--- src/rtl/cpu_pkg.sv ---
// Shared encodings for the execute-stage multiply/divide unit.
// Op and FSM state types plus a magnitude helper.
package cpu_pkg;

    localparam int MD_WIDTH = 32;
    localparam int MD_CNT_W = 5;

    typedef enum logic [1:0] {
        MD_MULT  = 2'b00,
        MD_MULTU = 2'b01,
        MD_DIV   = 2'b10,
        MD_DIVU  = 2'b11
    } md_op_e;

    typedef enum logic [1:0] {
        MD_IDLE   = 2'b00,
        MD_RUN    = 2'b01,
        MD_FINISH = 2'b10
    } md_state_e;

    function automatic logic [MD_WIDTH-1:0] md_abs(
        input logic [MD_WIDTH-1:0] v,
        input logic                neg
    );
        return neg ? -v : v;
    endfunction

endpackage

--- src/rtl/mult_div_unit_if.sv ---
// Command/result bundle between the execute controller
// and the multiply/divide unit.
interface mult_div_unit_if #(parameter int WIDTH = 32);
    import cpu_pkg::*;

    logic             start;
    md_op_e           op;
    logic [WIDTH-1:0] operandA;
    logic [WIDTH-1:0] operandB;
    logic             hiWrite;
    logic             loWrite;
    logic [WIDTH-1:0] writeData;
    logic             busy;
    logic             done;
    logic [WIDTH-1:0] hi;
    logic [WIDTH-1:0] lo;

    modport master (
        output start, op, operandA, operandB,
        output hiWrite, loWrite, writeData,
        input  busy, done, hi, lo
    );

    modport slave (
        input  start, op, operandA, operandB,
        input  hiWrite, loWrite, writeData,
        output busy, done, hi, lo
    );

endinterface

--- src/rtl/md_iter_step.sv ---
// One iteration of shift-add multiply or restoring divide
// over a double-width {upper, lower} accumulator.
module md_iter_step #(
    parameter int WIDTH = 32
) (
    input  logic [2*WIDTH-1:0] acc_i,
    input  logic [WIDTH-1:0]   opnd_i,
    input  logic               is_div_i,
    output logic [2*WIDTH-1:0] acc_o
);

    logic [WIDTH:0] sum;
    logic [WIDTH:0] diff;

    always_comb begin
        sum  = {1'b0, acc_i[2*WIDTH-1:WIDTH]}
             + (acc_i[0] ? {1'b0, opnd_i} : '0);
        diff = acc_i[2*WIDTH-1:WIDTH-1] - {1'b0, opnd_i};
        acc_o = {sum, acc_i[WIDTH-1:1]};
        if (is_div_i) begin
            // Borrow out means the trial subtraction failed: restore.
            if (diff[WIDTH])
                acc_o = {acc_i[2*WIDTH-2:0], 1'b0};
            else
                acc_o = {diff[WIDTH-1:0], acc_i[WIDTH-2:0], 1'b1};
        end
    end

endmodule

--- src/rtl/mult_div_unit.sv ---
// Iterative MULT/MULTU/DIV/DIVU unit with architectural HI/LO.
// Fixed 33-edge latency from start to HI/LO update.
module mult_div_unit
    import cpu_pkg::*;
#(
    parameter int WIDTH = MD_WIDTH,
    parameter int CNT_W = MD_CNT_W
) (
    input  logic           clk,
    input  logic           reset,
    mult_div_unit_if.slave bus
);

    md_state_e          state_q, state_d;
    logic [CNT_W-1:0]   cnt_q, cnt_d;
    md_op_e             op_q, op_d;
    logic               sign_a_q, sign_a_d;
    logic               sign_b_q, sign_b_d;
    logic [WIDTH-1:0]   opnd_q, opnd_d;
    logic [2*WIDTH-1:0] acc_q, acc_d;
    logic [WIDTH-1:0]   hi_q, hi_d;
    logic [WIDTH-1:0]   lo_q, lo_d;
    logic               busy_q, busy_d;
    logic               done_q, done_d;

    logic               signed_in;
    logic               sa_in;
    logic               sb_in;
    logic [WIDTH-1:0]   a_mag;
    logic [WIDTH-1:0]   b_mag;
    logic               is_div_q;
    logic [2*WIDTH-1:0] acc_step;
    logic [2*WIDTH-1:0] prod;
    logic [WIDTH-1:0]   quo_fix;
    logic [WIDTH-1:0]   rem_fix;

    assign signed_in = (bus.op == MD_MULT) || (bus.op == MD_DIV);
    assign sa_in     = signed_in & bus.operandA[WIDTH-1];
    assign sb_in     = signed_in & bus.operandB[WIDTH-1];
    assign a_mag     = md_abs(bus.operandA, sa_in);
    assign b_mag     = md_abs(bus.operandB, sb_in);
    assign is_div_q  = (op_q == MD_DIV) || (op_q == MD_DIVU);

    md_iter_step #(.WIDTH(WIDTH)) u_step (
        .acc_i    (acc_q),
        .opnd_i   (opnd_q),
        .is_div_i (is_div_q),
        .acc_o    (acc_step)
    );

    // Divide by zero: quotient forced to all ones, remainder fixup
    // then reproduces operandA exactly.
    assign prod    = (sign_a_q ^ sign_b_q) ? -acc_q : acc_q;
    assign quo_fix = (opnd_q == '0) ? '1
                   : (sign_a_q ^ sign_b_q) ? -acc_q[WIDTH-1:0]
                   : acc_q[WIDTH-1:0];
    assign rem_fix = sign_a_q ? -acc_q[2*WIDTH-1:WIDTH]
                   : acc_q[2*WIDTH-1:WIDTH];

    always_comb begin
        state_d  = state_q;
        cnt_d    = cnt_q;
        op_d     = op_q;
        sign_a_d = sign_a_q;
        sign_b_d = sign_b_q;
        opnd_d   = opnd_q;
        acc_d    = acc_q;
        hi_d     = hi_q;
        lo_d     = lo_q;
        busy_d   = busy_q;
        done_d   = 1'b0;
        unique case (state_q)
            MD_IDLE: begin
                if (bus.start) begin
                    op_d     = bus.op;
                    sign_a_d = sa_in;
                    sign_b_d = sb_in;
                    cnt_d    = '0;
                    busy_d   = 1'b1;
                    state_d  = MD_RUN;
                    if (bus.op[1]) begin
                        acc_d  = {{WIDTH{1'b0}}, a_mag};
                        opnd_d = b_mag;
                    end else begin
                        acc_d  = {{WIDTH{1'b0}}, b_mag};
                        opnd_d = a_mag;
                    end
                end else begin
                    if (bus.hiWrite) hi_d = bus.writeData;
                    if (bus.loWrite) lo_d = bus.writeData;
                end
            end
            MD_RUN: begin
                acc_d = acc_step;
                cnt_d = cnt_q + CNT_W'(1);
                if (cnt_q == CNT_W'(WIDTH - 1))
                    state_d = MD_FINISH;
            end
            MD_FINISH: begin
                if (is_div_q) begin
                    hi_d = rem_fix;
                    lo_d = quo_fix;
                end else begin
                    hi_d = prod[2*WIDTH-1:WIDTH];
                    lo_d = prod[WIDTH-1:0];
                end
                done_d  = 1'b1;
                busy_d  = 1'b0;
                state_d = MD_IDLE;
            end
            default: begin
                busy_d  = 1'b0;
                state_d = MD_IDLE;
            end
        endcase
    end

    always_ff @(posedge clk or posedge reset) begin
        if (reset) begin
            state_q  <= MD_IDLE;
            cnt_q    <= '0;
            op_q     <= MD_MULT;
            sign_a_q <= 1'b0;
            sign_b_q <= 1'b0;
            opnd_q   <= '0;
            acc_q    <= '0;
            hi_q     <= '0;
            lo_q     <= '0;
            busy_q   <= 1'b0;
            done_q   <= 1'b0;
        end else begin
            state_q  <= state_d;
            cnt_q    <= cnt_d;
            op_q     <= op_d;
            sign_a_q <= sign_a_d;
            sign_b_q <= sign_b_d;
            opnd_q   <= opnd_d;
            acc_q    <= acc_d;
            hi_q     <= hi_d;
            lo_q     <= lo_d;
            busy_q   <= busy_d;
            done_q   <= done_d;
        end
    end

    assign bus.busy = busy_q;
    assign bus.done = done_q;
    assign bus.hi   = hi_q;
    assign bus.lo   = lo_q;

endmodule

--- src/flat_wrapper.sv ---
// flat-port wrapper written by rule: the top's interface ports become plain ports
module mult_div_unit_flat import cpu_pkg::*;
#(
    parameter int WIDTH = MD_WIDTH,
    parameter int CNT_W = MD_CNT_W
)
  (clk, reset, bus_start, bus_op, bus_operandA, bus_operandB, bus_hiWrite, bus_loWrite, bus_writeData, bus_busy, bus_done, bus_hi, bus_lo);
  mult_div_unit_if #(.WIDTH(WIDTH)) bus_i ();
  input  logic clk;
  input  logic reset;
  input wire logic [$bits(bus_i.start)-1:0] bus_start;
  input wire logic [$bits(bus_i.op)-1:0] bus_op;
  input wire logic [$bits(bus_i.operandA)-1:0] bus_operandA;
  input wire logic [$bits(bus_i.operandB)-1:0] bus_operandB;
  input wire logic [$bits(bus_i.hiWrite)-1:0] bus_hiWrite;
  input wire logic [$bits(bus_i.loWrite)-1:0] bus_loWrite;
  input wire logic [$bits(bus_i.writeData)-1:0] bus_writeData;
  output wire logic [$bits(bus_i.busy)-1:0] bus_busy;
  output wire logic [$bits(bus_i.done)-1:0] bus_done;
  output wire logic [$bits(bus_i.hi)-1:0] bus_hi;
  output wire logic [$bits(bus_i.lo)-1:0] bus_lo;
  assign bus_i.start = bus_start;
  assign bus_i.op = bus_op;
  assign bus_i.operandA = bus_operandA;
  assign bus_i.operandB = bus_operandB;
  assign bus_i.hiWrite = bus_hiWrite;
  assign bus_i.loWrite = bus_loWrite;
  assign bus_i.writeData = bus_writeData;
  assign bus_busy = bus_i.busy;
  assign bus_done = bus_i.done;
  assign bus_hi = bus_i.hi;
  assign bus_lo = bus_i.lo;
  mult_div_unit #(.WIDTH(WIDTH), .CNT_W(CNT_W)) u_core (.clk(clk), .reset(reset), .bus(bus_i));
endmodule
--- config.mk ---
export PLATFORM = sky130hd
export DESIGN_NAME = mult_div_unit_flat
export DESIGN_NICKNAME = d
export VERILOG_FILES = /design/src/rtl/cpu_pkg.sv /design/src/rtl/mult_div_unit_if.sv /design/src/rtl/md_iter_step.sv /design/src/rtl/mult_div_unit.sv /design/src/flat_wrapper.sv
export SDC_FILE = /design/constraint.sdc
export NUM_CORES = 1
export LEC_CHECK = 0
export ABC_AREA = 1
export ABC_CLOCK_PERIOD_IN_PS = 8100
export CAP_MARGIN = 20
export CORE_MARGIN = 1.5
export CORE_UTILIZATION = 25
export CTS_CLUSTER_DIAMETER = 100
export CTS_CLUSTER_SIZE = 25
export DETAILED_ROUTE_END_ITERATION = 10
export GPL_ROUTABILITY_DRIVEN = 0
export HOLD_SLACK_MARGIN = 0.1
export PLACE_DENSITY = 0.47
export SLEW_MARGIN = 30
export SYNTH_ARGS = -nofsm -noshare
export SYNTH_HDL_FRONTEND = slang
export SYNTH_SLANG_ARGS = --single-unit
--- constraint.sdc ---
create_clock -name clk -period 8.1 [get_ports clk]
set_input_delay 1.62 -clock clk [delete_from_list [all_inputs] [get_ports clk]]
set_output_delay 1.62 -clock clk [all_outputs]
set_load 0.1 [all_outputs]
==> results.cfg, run 1 <==
[sta]
min_period_over_period_pct = 46.13
timing.setup.tns_ns = 0
slew_headroom_pct = 30.91
fin_skew_ns = 0.01527
fmax_mhz = 267.6
worst_pin_slew_ns = 1.033
period_minus_slack_ns = 3.737
finalMaxSlewViolations = 0
rsz0062_at_grt = false
setup_viol = 0
hold_viol_final = 0

[logic_synthesis]
ys_top_cells_by_area = dfrtp_1 24%, nand2_1 21%, nand3_1 9.5%, inv_1 8.9%, nor2_1 6.3%
syn_inst = 3104
synth_area_um2 = 18080
synth_cell_types = 51
yosysTopAreaCell = dfrtp_1
ys_seq_area_share_pct = 23.81
synth_top_area_share_pct = 23.81
postSynthAreaPerCell_um2 = 5.824
syn_nets = 3279
ys_ff_latch = 172
yosysWarnings = 0

[cells_and_area]
finish.utilization_pct = 29.83
area_delta_synth_final_pct = 17.95
num-fill-cells = 8134
final_nets = 3390
drive_gt1_share_pct = 4.089
postLayoutCellArea_um2 = 21320
num_antenna_cells = 0
final-seq-area_um2 = 4305
multiInputGateArea_um2 = 11680

[worst_setup_path]
crit_chain = clkdlybuf4s50_1, inv_1, nor2_2, buf_4, clkinv_1, a21oi_1, xor2_1, nor2_1, o22ai_1, nand2_1, o21ai_0
critPathMaxFanout = 32
cp-end-kind = flip-flop
critical_path_class = input pin to flip-flop
critPathLaunch = bus_operandA[31]
cp_data_arrival_time_ns = 4.14
reg2reg_depth = 18
timing.rr.start = u_core.acc_q[0]
start_kind = input pin
rr_endpoint = u_core.acc_q[61]
r2r_slack_ns = 4.71
slowest_stage = clkdlybuf4s50_1
max_stage_delay_ns = 0.54
worstPathRequired_ns = 8.50

[power_and_ir_drop]
ir_drop_uv = 349.6
intPower_mw = 4.214
power_switching_mw = 6.855
p_leak_nw = 10.67
p_sw_share_pct = 61.93
cellPowerDensity_nw_per_um2 = 519.1
pwr-share-comb_pct = 73.9
clkPwrFrac_pct = 8.4
pwr-share-seq_pct = 17.7

[placed_design]
port-buffer-count = 168
placed_area_um2 = 20690
place_hpwl_um = 65310

[min_path]
hold_class = flip-flop to flip-flop
min_to = u_core.bus.lo[11]
holdCritStartpoint = u_core.bus.lo[11]
hold_depth = 2

[floorplan]
floorplan.die_area_um2 = 73940
initial_utilization_pct = 25.29
die_w_um = 271.9
fp-row-count = 98
boundaryPins = 169
core-area_um2 = 71490
die_h_um = 271.9

[clocking]
clk_pin_slew_ns = 0.07
ctsResizeCount = 0
clk_latency_ns = 0.49
cts_sinks = 172
htreeDepth = 4
cts_hold_buf = 0
cts_buffer_depth = 2
cts_root_buf = clkbuf_16
numCtsBuffers = 17
tritoncts = built
postCtsSetupRepairBufs = 0

[global_route]
grt_pass1_vias = 19010
antenna_found_initial = 0
grt_pass1_wl_um = 120200
grt_overflow = 0
grtUsageTotal_pct = 21.41
grt_max_degree = 78

[routing]
detail_route.iter0.violations = 1741
drt-vias-per-instance = 4.917
wl_per_cell_um = 19.30
postRouteAntennaNets = 0
drt_pass1_iterations = 6
via_count = 20540
drc = 0
wirelength_um = 80620

[run]
maxCapViolCount = 0

[outcome]
run_status = completed
==> power by group through the flow <==
| stage | clock network [mW] | logic (mW) | registers (mW) |
|---|---|---|---|
| global placement | 0 | 8.11 | 1.97 |
| detailed placement | 0 | 8.10 | 1.96 |
| finish | 0.927 | 8.18 | 1.96 |
| global route | 0.971 | 9.06 | 2.00 |
| CTS | 0.945 | 8.13 | 1.94 |
| floorplan | 0 | 4.87 | 2.81 |
==> metrics by stage <==
stage / setup slack (ns) / std cells / power (mW) / hold WS [ns]
2_1_floorplan: 1.820 / 3104 / 7.683 / 0.4666
5_1_grt: 4.225 / 4178 / 12.03 / 0.5247
3_5_place_dp: 3.340 / 4146 / 10.07 / 0.4686
4_1_cts: 3.865 / 4178 / 11.02 / 0.4892
3_3_place_gp: 2.938 / 4146 / 10.07 / 0.4835
6_report: 4.363 / 4178 / 11.07 / 0.4884
==> logic make-up (layout without fill, tap and decap cells) <==
group / Yosys count / count (layout) / share of synthesized area (%)
xor+xnor: 53 / 53 / 2.568
compound gates: 462 / 462 / 14.44
simple gates: 1802 / 1802 / 42.39
flops: 172 / 172 / 23.81
buf+inv: 543 / 667 / 11.73
fa+ha+maj: 72 / 72 / 5.066
==> cell usage in the layout (no fill, tap or decap), types with 10 or more instances in the layout <==
cell	n
o211ai_1	29
ha_1	70
nand4_1	44
or2_2	11
nor2_1	300
xor2_1	39
nand3_1	343
nor2_2	12
o21ai_1	20
inv_1	427
nor3_1	36
o21bai_1	14
inv_2	10
clkbuf_16	17
xnor2_1	14
nand3b_1	19
buf_4	23
dfrtp_1	171
nand2_2	11
o21ai_0	163
o221ai_1	11
nand2_1	992
a21oi_1	172
a22oi_1	13
clkdlybuf4s50_1	165
==> cell usage after synthesis, drive strengths merged <==
master / number
nand2: 1008
inv: 437
nand3: 350
nor2: 317
o21ai: 183
a21oi: 176
dfrtp: 172
ha: 70
clkbuf: 61
nand4: 44
nor3: 40
buf: 39
xor2: 39
o211ai: 29
nand3b: 19
o21bai: 14
xnor2: 14
a22oi: 13
or2: 13
o221ai: 11
a21boi: 10
a31oi: 7
nor4: 7
o31ai: 7
clkinv: 6
and2: 3
a21o: 2
a22o: 2
a2bb2oi: 2
fa: 2
o22ai: 2
a311oi: 1
a32o: 1
nor3b: 1
o22a: 1
o41ai: 1
==> critical path: cells and delay by family <==
| family | cells | cell delay [ns] |
|---|---|---|
| AND/OR/NAND/NOR | 3 | 0.24 |
| buffers and inverters | 4 | 1.33 |
| AO/OA/AOI/OAI | 3 | 0.52 |
| XOR/XNOR | 1 | 0.41 |
==> flip-flops by register name, indices dropped and copies added (netlist names) <==
signal and flops:
u_core.acc_q 64, u_core.bus.hi 32, u_core.bus.lo 32, u_core.opnd_q 32, u_core.cnt_q 5, u_core.state_q 2, u_core.bus.busy 1, u_core.bus.done 1
u_core.op_q 1, u_core.sign_a_q 1, u_core.sign_b_q 1
==> layout make-up <==
cell class | count | area share (%)
clock buffer | 17 | 1.995
multi-input combinational | 2389 | 54.79
sequential | 172 | 20.19
tap | 950 | 5.574
timing repair buffer | 192 | 8.679
inverter | 443 | 7.828
clock inverter | 15 | 0.9447
==> worst max path at each step <==
stage | end | slack [ns]
final | u_core.acc_q[10] | 4.36
after CTS | u_core.bus.hi[7] | 3.86
after detailed placement | u_core.bus.hi[7] | 3.34
after floorplan | u_core.acc_q[0] | 1.82
after global routing | u_core.acc_q[10] | 4.23
after global placement | u_core.bus.hi[7] | 2.94
==> routing by layer <==
metal | part of all wire, % | GRT usage, % | routed length [µm]
met3 | 6.5 | 3.729 | 5254
met4 | 2.1 | 5.877 | 1664
met5 | 0 | 0 | 0
met2 | 44 | 32.91 | 35210
met1 | 48 | 30.56 | 38490
(Power assumes the default switching activity.)
==> inputs of run 2 (changes only) <==
Settings changed: ABC_CLOCK_PERIOD_IN_PS 8100 to 3510.
Clock period 8.1 ns to 3.51 ns, I/O delays scaled along.
==> results.cfg, run 2 (same netlist as run 1, synthesis figures left out) <==
[sta]
fmax_mhz = 333.8
timing.setup.tns_ns = 0
worst_pin_slew_ns = 1.012
setup_viol = 0
hold_viol_final = 0
min_period_over_period_pct = 85.34
rsz0062_at_grt = false
fin_skew_ns = 0.01587
slew_headroom_pct = 32.32
finalMaxSlewViolations = 0
period_minus_slack_ns = 2.996

[floorplan]
die_w_um = 271.9
core-area_um2 = 71490
die_h_um = 271.9
initial_utilization_pct = 25.29
boundaryPins = 169
floorplan.die_area_um2 = 73940
fp-row-count = 98

[clocking]
cts_sinks = 172
cts_hold_buf = 0
numCtsBuffers = 17
tritoncts = built
cts_root_buf = clkbuf_16
postCtsSetupRepairBufs = 0
clk_latency_ns = 0.51
ctsResizeCount = 0
htreeDepth = 4
clk_pin_slew_ns = 0.08
cts_buffer_depth = 2

[global_route]
grt_pass1_vias = 18840
grtUsageTotal_pct = 21.94
grt_pass1_wl_um = 121500
grt_overflow = 0
antenna_found_initial = 2
grt_max_degree = 91

[worst_setup_path]
start_kind = flip-flop
worstPathRequired_ns = 3.91
cp_data_arrival_time_ns = 3.39
cp-end-kind = flip-flop
critical_path_class = flip-flop to flip-flop
critPathMaxFanout = 27

[cells_and_area]
final_cell_mix = 992 x nand2_1, 427 x inv_1, 343 x nand3_1, 300 x nor2_1, 172 x a21oi_1
area_delta_synth_final_pct = 19.16
final_nets = 3425
drive_gt1_share_pct = 5.762
num_antenna_cells = 0
mostFrequentLayoutCell = nand2_1
top_register = u_core.acc_q
largest_register_ffs = 64

[min_path]
hold_class = input pin to asynchronous set/reset pin

[placed_design]
port-buffer-count = 168
place_hpwl_um = 67850

[run]
maxCapViolCount = 0

[routing]
wirelength_um = 82630
postRouteAntennaNets = 0
drt-vias-per-instance = 4.897
drt_pass1_iterations = 6
detail_route.iter0.violations = 2027
via_count = 20630
wl_per_cell_um = 19.61
drc = 0

[outcome]
run_status = completed
-- run 2: changes by cell type in the layout (fill, tap and decap cells not counted), moves of 4 or more --
cell / previous run / this run
buf_4: 23 / 82
clkinv_8: 1 / 5
buf_12: 0 / 4
clkdlybuf4s50_1: 165 / 141
-- run 2: layout make-up --
| class | instances | area (µm²) |
|---|---|---|
| fill | 8194 | 49940 |
| multi-input combinational | 2389 | 11680 |
| sequential | 172 | 4305 |
| timing repair buffer | 227 | 2107 |
| inverter | 443 | 1667 |
| tap | 950 | 1189 |
| clock buffer | 17 | 425.4 |
| clock inverter | 15 | 172.7 |
-- run 2: final timing paths --
| path | slack [ns] | end | cells after the start | from |
|---|---|---|---|---|
| worst max-delay path | 0.51 | u_core.acc_q[60] | 16 | u_core.acc_q[0] |
| worst min-delay path | 0.49 | u_core.bus.lo[3] | 2 | reset |
| worst max register to register | 0.51 | u_core.acc_q[60] | 16 | u_core.acc_q[0] |
| worst min register to register | 0.49 | u_core.bus.lo[11] | 2 | u_core.bus.lo[11] |
| max in group asynchronous | 2.18 | u_core.op_q[1] | 3 | reset |
| min in group clk | 0.49 | u_core.bus.lo[11] | 2 | u_core.bus.lo[11] |
-- run 2: stage by stage --
step                      setup WS (ns)  hold WS (ns)  utilization (%)  cell area [µm²]  instances
after floorplan                  0.6113        0.4666                -            18080       3104
after global routing             0.3465        0.5005            30.14            21540       4213
final                            0.5145        0.4868            30.14            21540       4213
after global placement           0.3004        0.4693            29.30            20940       4181
after detailed placement         0.3068        0.4722            29.30            20940       4181
after CTS                        0.5300        0.4708            30.13            21540       4213
-- run 2: worst max-delay path, cell delays in order, from the launching register on --
cell     delay [ns]
dfrtp_1        0.46
buf_4          0.34
nand2_1        0.16
inv_1          0.09
ha_1           0.27
a21oi_1        0.28
o21ai_0        0.26
a21oi_1        0.17
nand2_1        0.17
nand2_1        0.15
nand2_1        0.06
nand2_1        0.06
nand3_1        0.08
nand2_1        0.13
inv_1          0.07
nand2_1        0.06
nand2_1        0.05
-- run 2: per-layer routing --
layer | track usage, % | routed length (µm)
met5 | 0 | 0
met4 | 5.746 | 1608
met3 | 4.047 | 6088
met2 | 33.23 | 35570
met1 | 31.68 | 39360
Power of run 2 is left out: the tool's default activity adds up to more than one toggle a clock period on the data nets, which glitch-free logic cannot reach.
